`src/rtl/divider_pkg.sv`:
```
// Shared types and constants for the sequential non-restoring divider.
package divider_pkg;

  localparam int unsigned DIV_WIDTH_DEFAULT = 16;

  typedef enum logic [1:0] {
    IDLE    = 2'd0,
    ITER    = 2'd1,
    CORRECT = 2'd2,
    DONE    = 2'd3
  } div_state_t;

endpackage

```
`src/rtl/divider_fsm.sv`:
```
// Control FSM for booth_divider_seq.
// Owns the state register, the iteration counter and the in/out handshakes.
// It also produces the datapath strobes load, step, correct and hold.
module divider_fsm
  import divider_pkg::*;
#(
  parameter int unsigned WIDTH = DIV_WIDTH_DEFAULT
) (
  input  logic clk,
  input  logic reset_n,
  input  logic i_in_valid,
  input  logic i_div_zero,
  input  logic i_out_ready,
  output logic o_in_ready,
  output logic o_out_valid,
  output logic o_busy,
  output logic o_load,
  output logic o_step,
  output logic o_correct,
  output logic o_hold
);

  localparam int unsigned CntW = $clog2(WIDTH);

  div_state_t      r_state;
  logic [CntW-1:0] r_count;
  logic            r_in_ready;
  logic            r_out_valid;
  logic            r_busy;

  // State, counter and registered handshake outputs.
  always_ff @(posedge clk or negedge reset_n) begin
    if (!reset_n) begin
      r_state     <= IDLE;
      r_count     <= '0;
      r_in_ready  <= 1'b1;
      r_out_valid <= 1'b0;
      r_busy      <= 1'b0;
    end else begin
      unique case (r_state)
        IDLE: begin
          if (i_in_valid && r_in_ready) begin
            r_in_ready <= 1'b0;
            r_busy     <= 1'b1;
            if (i_div_zero) begin
              // No iterations; out_valid follows one cycle after entering DONE.
              r_state <= DONE;
            end else begin
              r_state <= ITER;
              r_count <= CntW'(WIDTH - 1);
            end
          end
        end
        ITER: begin
          if (r_count == '0) begin
            r_state <= CORRECT;
          end else begin
            r_count <= r_count - 1'b1;
          end
        end
        CORRECT: begin
          r_state     <= DONE;
          r_out_valid <= 1'b1;
        end
        DONE: begin
          if (r_out_valid && i_out_ready) begin
            r_state     <= IDLE;
            r_out_valid <= 1'b0;
            r_in_ready  <= 1'b1;
            r_busy      <= 1'b0;
          end else begin
            r_out_valid <= 1'b1;
          end
        end
        default: r_state <= IDLE;
      endcase
    end
  end

  assign o_in_ready  = r_in_ready;
  assign o_out_valid = r_out_valid;
  assign o_busy      = r_busy;
  // in_ready is only ever high in IDLE, so the accept strobe needs no state decode.
  assign o_load      = i_in_valid && r_in_ready;
  assign o_step      = (r_state == ITER);
  assign o_correct   = (r_state == CORRECT);
  assign o_hold      = (r_state == DONE);

endmodule

```
`src/rtl/booth_divider_seq.sv`:
```
// Sequential radix-2 non-restoring divider, one quotient bit per cycle.
// Optional feature macro: SIGNED_DIV_EN (two's complement operands, truncating division).
// Without the macro the operands are unsigned and no sign logic exists.
module booth_divider_seq
  import divider_pkg::*;
#(
  parameter int unsigned WIDTH = DIV_WIDTH_DEFAULT
) (
  input  logic             clk,
  input  logic             reset_n,
  input  logic             in_valid,
  output logic             in_ready,
  input  logic [WIDTH-1:0] dividend,
  input  logic [WIDTH-1:0] divisor,
  output logic             out_valid,
  input  logic             out_ready,
  output logic [WIDTH-1:0] quotient,
  output logic [WIDTH-1:0] remainder,
  output logic             div_by_zero,
  output logic             busy
);

  logic w_load;
  logic w_step;
  logic w_correct;
  logic w_hold;
  logic w_div_zero;

  assign w_div_zero = (divisor == '0);

  divider_fsm #(
    .WIDTH (WIDTH)
  ) u_fsm (
    .clk         (clk),
    .reset_n     (reset_n),
    .i_in_valid  (in_valid),
    .i_div_zero  (w_div_zero),
    .i_out_ready (out_ready),
    .o_in_ready  (in_ready),
    .o_out_valid (out_valid),
    .o_busy      (busy),
    .o_load      (w_load),
    .o_step      (w_step),
    .o_correct   (w_correct),
    .o_hold      (w_hold)
  );

  // Operand magnitudes fed into the unsigned core.
  logic [WIDTH-1:0] w_dvd_mag;
  logic [WIDTH-1:0] w_dvs_mag;

`ifdef SIGNED_DIV_EN
  logic w_dvd_neg;
  logic w_dvs_neg;
  logic r_neg_q;
  logic r_neg_r;

  assign w_dvd_neg = dividend[WIDTH-1];
  assign w_dvs_neg = divisor[WIDTH-1];
  // -MIN wraps to MIN, which is still the right magnitude when read as unsigned.
  assign w_dvd_mag = w_dvd_neg ? -dividend : dividend;
  assign w_dvs_mag = w_dvs_neg ? -divisor : divisor;
`else
  assign w_dvd_mag = dividend;
  assign w_dvs_mag = divisor;
`endif

  // P carries one extra bit so its sign survives the add/sub step.
  logic [WIDTH:0]   r_p;
  logic [WIDTH-1:0] r_q;
  logic [WIDTH:0]   r_d;
  logic [WIDTH-1:0] r_quot;
  logic [WIDTH-1:0] r_rem;
  logic             r_dbz;

  logic [WIDTH:0]   w_p_sh;
  logic [WIDTH:0]   w_p_new;
  logic [WIDTH-1:0] w_q_new;
  logic [WIDTH-1:0] w_rem_mag;
  logic [WIDTH-1:0] w_quot_fix;
  logic [WIDTH-1:0] w_rem_fix;

  assign w_p_sh  = {r_p[WIDTH-1:0], r_q[WIDTH-1]};
  assign w_p_new = r_p[WIDTH] ? (w_p_sh + r_d) : (w_p_sh - r_d);
  assign w_q_new = {r_q[WIDTH-2:0], ~w_p_new[WIDTH]};
  // Final restore of a negative partial remainder; only the low WIDTH bits are kept.
  assign w_rem_mag = r_p[WIDTH] ? (r_p[WIDTH-1:0] + r_d[WIDTH-1:0]) : r_p[WIDTH-1:0];

`ifdef SIGNED_DIV_EN
  assign w_quot_fix = r_neg_q ? -r_q : r_q;
  assign w_rem_fix  = r_neg_r ? -w_rem_mag : w_rem_mag;
`else
  assign w_quot_fix = r_q;
  assign w_rem_fix  = w_rem_mag;
`endif

  // Datapath: load operands, iterate, then commit the corrected result.
  always_ff @(posedge clk or negedge reset_n) begin
    if (!reset_n) begin
      r_p    <= '0;
      r_q    <= '0;
      r_d    <= '0;
      r_quot <= '0;
      r_rem  <= '0;
      r_dbz  <= 1'b0;
`ifdef SIGNED_DIV_EN
      r_neg_q <= 1'b0;
      r_neg_r <= 1'b0;
`endif
    end else if (w_load) begin
      r_p   <= '0;
      r_q   <= w_dvd_mag;
      r_d   <= {1'b0, w_dvs_mag};
      r_dbz <= w_div_zero;
      if (w_div_zero) begin
        r_quot <= '1;
        r_rem  <= dividend;
      end
`ifdef SIGNED_DIV_EN
      r_neg_q <= w_dvd_neg ^ w_dvs_neg;
      r_neg_r <= w_dvd_neg;
`endif
    end else if (w_step) begin
      r_p <= w_p_new;
      r_q <= w_q_new;
    end else if (w_correct) begin
      r_quot <= w_quot_fix;
      r_rem  <= w_rem_fix;
    end
  end

  assign quotient    = r_quot;
  assign remainder   = r_rem;
  assign div_by_zero = r_dbz;

  // Results must not move while the block is holding them in DONE.
  a_hold_stable : assert property (@(posedge clk) disable iff (!reset_n)
      (w_hold && !(out_valid && out_ready)) |=>
      ($stable(quotient) && $stable(remainder) && $stable(div_by_zero)));

endmodule

```
`config.mk`:
```
export PLATFORM = sky130hd
export DESIGN_NAME = booth_divider_seq
export DESIGN_NICKNAME = d
export VERILOG_FILES = /design/src/rtl/divider_pkg.sv /design/src/rtl/divider_fsm.sv /design/src/rtl/booth_divider_seq.sv
export SDC_FILE = /design/constraint.sdc
export NUM_CORES = 1
export LEC_CHECK = 0
export ABC_AREA = 0
export BUFFER_PORTS_ARGS = -buffer_cell sky130_fd_sc_hd__buf_2
export CELL_PAD_IN_SITES_DETAIL_PLACEMENT = 0
export CELL_PAD_IN_SITES_GLOBAL_PLACEMENT = 1
export CORE_ASPECT_RATIO = 0.6
export CORE_MARGIN = 4
export CORE_UTILIZATION = 41
export DETAILED_ROUTE_END_ITERATION = 16
export GPL_ROUTABILITY_DRIVEN = 0
export GPL_TIMING_DRIVEN = 0
export PLACE_DENSITY_LB_ADDON = 0.2
export SYNTH_ARGS = -nofsm -noshare
export SYNTH_HDL_FRONTEND = slang
export SYNTH_SLANG_ARGS = --single-unit
export TNS_END_PERCENT = 30
```
`constraint.sdc`:
```
create_clock -name clk -period 3.5 [get_ports clk]
set_input_delay 0.7 -clock clk [delete_from_list [all_inputs] [get_ports clk]]
set_output_delay 0.7 -clock clk [all_outputs]
set_load 0.05 [all_outputs]
```
==> summary.md <==
| Metric | Value |
|---|---|
| Post-DP Area | 6440 µm² |
| Syn Nets | 722 |
| CP max FO | 4 |
| Syn-to-layout area delta | 20.2% |
| CP required | 3.73 ns |
| Max-Cap Viols | 0 |
| Core area | 13700 µm² |
| Post-synth EDFFs | 0 |
| Post-Syn Instances | 646 |
| Die area | 16200 µm² |
| Clock Latency Late Sink | 0.34 ns |
| Initial antenna violation count | 0 |
| Final core occ | 0.508 |
| Die Width | 162 µm |
| Hpwl dp | 14.1 mm |
| Mapped Area | 5810 µm² |
| CTS Sinks | 91 |
| Final instance area | 6990 µm² |
| Min Tclk post-route | 3.40 ns |
| Pwr Total | 0.00219 W |
| WL/cell | 20.0 µm |
| Reg clk slew, reported paths | 0.07 ns |
| Routed vias | 5397 |
| Reg2Reg Depth | 12 |
| Final ANT Viol Nets | 0 |
| First-pass GRT wire length | 29.7 mm |
| TritonCTS buffer count | 9 |
| Most common cell after layout, fill and taps aside | dfrtp_1 |
| Register area share after synthesis | 0.392 |
| # nets final | 815 |
| Ant diodes | 0 |
| Largest area contributor in the netlist | dfrtp_1 |
| Crit path cell chain | or4_4 > nor4_4 > a21oi_2 > xnor2_1 > ha_1 > buf_6 > nand2_4 > nor2_4 > a2111oi_4 > o31ai_2 > xnor2_2 > a311o_2 |
| Synth unique cells | 63 |
| Leak | 3.15 nW |
| Most frequent cells in the layout | dfrtp_1, nand2_1, buf_2 |
| FP Rows | 33 |
| Setup TNS | 0 ns |
| RSZ-0062 raised after global routing | true |
| Reg-to-Reg Start | r_d[5] |
| Share of the synthesized area in the top cell type | 0.387 |
| Worst rel slew slack | 0.318 |
| Top_reg_cell synth | dfrtp_1 |
| Kind of critical path | register to register |
| Reg2Reg Setup Slack | 0.10 ns |
| CP Launch Type | register |
| Via-to-Cell Ratio | 5.77 |
| Vias in the first global route | 5443 |
| Final setup viols | 0 |
| Synth Register Bits | 91 |
| Fmax | 294 MHz |
| Hold_buf cts | 0 |
| Drt pass-1 iters | 5 |
| Status | finished, final reports clean |
| Largest stage delay, worst path | 0.60 ns |
| Port bufs | 71 |
| Setup Skew | 0.00899 ns |
| Hold Path Class | input pin to async pin |
| Starting DRC count in detailed routing | 509 |
| Layout cells sized above 1 | 0.179 |
| PwrDens | 313 nW/µm² |
| Yosys warns | 0 |
| Boundary Pins | 72 |
| Worst Path Buf+Inv | 1 |
| Gr ovfl total | 0 |
| DRC viols | 0 |
| Initial Util | 0.423 |
| Worst Tran Pin Value | 1.02 ns |
| Gr usage total | 0.234 |
| CTS H-tree depth | 3 |
| Peak supply drop | 0.000218 V |
| CP max stage cell | or4_4 |
| Critical Path AT | 3.63 ns |
| Crit. End Element | register |
| Reg2reg end | r_q[0] |
| Post-Route WL | 18.7 mm |
| Max Slew Vio Count | 0 |
| Die height | 100 µm |
| Clk root buf | clkbuf_16 |
| Delay-heaviest family, CP | compound AO/OA/AOI/OAI gates |
| TritonCTS clock tree | yes |
| Max Buffers Root-to-Sink | 2 |
| Final period util | 0.970 |
| Post-synthesis async set-or-reset flop share | 1.00 |
| Final Hold Vio Count | 0 |
| Largest net degree at the start of global routing | 49 |
| Mean Syn Cell Area | 9.00 µm² |
| Largest cells by area after synthesis | dfrtp_1, ha_1, a21oi_1, nand2_1, mux2i_1 |
## metrics by stage
stage	hold slack [ns]	worst slack [ns]	std cells
final	0.362	0.104	936
after global routing	0.394	-0.0529	936
after CTS	0.379	0.00561	929
after detailed placement	0.469	-0.944	910
after global placement	0.460	-0.801	909
after floorplan	0.404	0.0785	646
## layer usage
metal  GRT usage  share of wire  vias up
li1            -              -     2520
met4      0.0630          0.017        0
met3      0.0497          0.057       26
met2       0.337           0.41      183
met5           0              0        -
met1       0.356           0.51     2668
## report_power, final
group	leakage, nW	total, W	internal (W)	switching [W]
logic	1.90	0.0000513	0.0000182	0.0000331
clock network	0.157	0.00109	0.000652	0.000437
registers	1.10	0.00105	0.00105	0
## what timing repair did
item	4_1_cts	5_1_grt
pin swaps	2	10
resized for setup	11	22
endpoints found under the hold margin	0	0
buffers inserted	4	7
setup endpoints to repair	11	3
## logic make-up after synthesis
group	count (synthesis)	synth area share
DFF	91	0.392
xor gates and xnor gates	39	0.0588
muxes	27	0.0467
AOI/OAI and AO/OA	199	0.221
adders and majority gates	40	0.0887
and+or+nand+nor	201	0.159
buffers and inverters	49	0.0334
## worst max path at each step
stage	from	to	slack, ns	cells after the start
finish	r_d[5]	r_q[0]	0.10	12
global route	r_d[0]	r_q[0]	-0.05	13
CTS	r_d[1]	r_p[13]	0.006	14
detailed placement	r_d[3]	r_q[0]	-0.94	10
global placement	r_d[3]	r_q[0]	-0.80	10
floorplan	r_d[3]	r_q[0]	0.08	10
## Yosys cell counts, drive strengths merged, types with 7 or more instances
library cell	number
a211oi	7
a21o	13
a21oi	66
a31oi	11
clkbuf	21
dfrtp	90
ha	38
inv	22
mux2i	26
nand2	82
nand3	9
nor2	58
nor2b	9
nor3	9
nor4	11
o21a	7
o21ai	38
o22a	16
o31ai	9
xnor2	17
xor2	22
## area by class of cell
cell class / instances / area [µm²]
Buffer: 26 / 113
Clock buffer: 11 / 243
Clock inverter: 5 / 85.1
Fill cell: 1296 / 6760
Inverter: 22 / 82.6
Multi-Input combinational cell: 506 / 3470
Sequential cell: 91 / 2280
Tap cell: 192 / 240
Timing Repair Buffer: 83 / 472
## worst reg2reg max path: stages, from the launching register on
cell and delay [ns]:
dfrtp_2 0.44, or4_4 0.60, nor4_4 0.27, a21oi_2 0.10, xnor2_1 0.20, ha_1 0.32, buf_6 0.16, nand2_4 0.05
nor2_4 0.04, a2111oi_4 0.40, o31ai_2 0.15, xnor2_2 0.18, a311o_2 0.38
## registers in the layout, indices dropped and copies added (netlist names)
signal / flops
quotient: 16
u_fsm.o_busy: 1
r_d: 16
r_p: 17
u_fsm.r_count: 4
u_fsm.o_in_ready: 1
remainder: 16
div_by_zero: 1
u_fsm.r_state: 2
r_q: 16
u_fsm.o_out_valid: 1
Note: power is estimated with default switching activity, not from simulation.
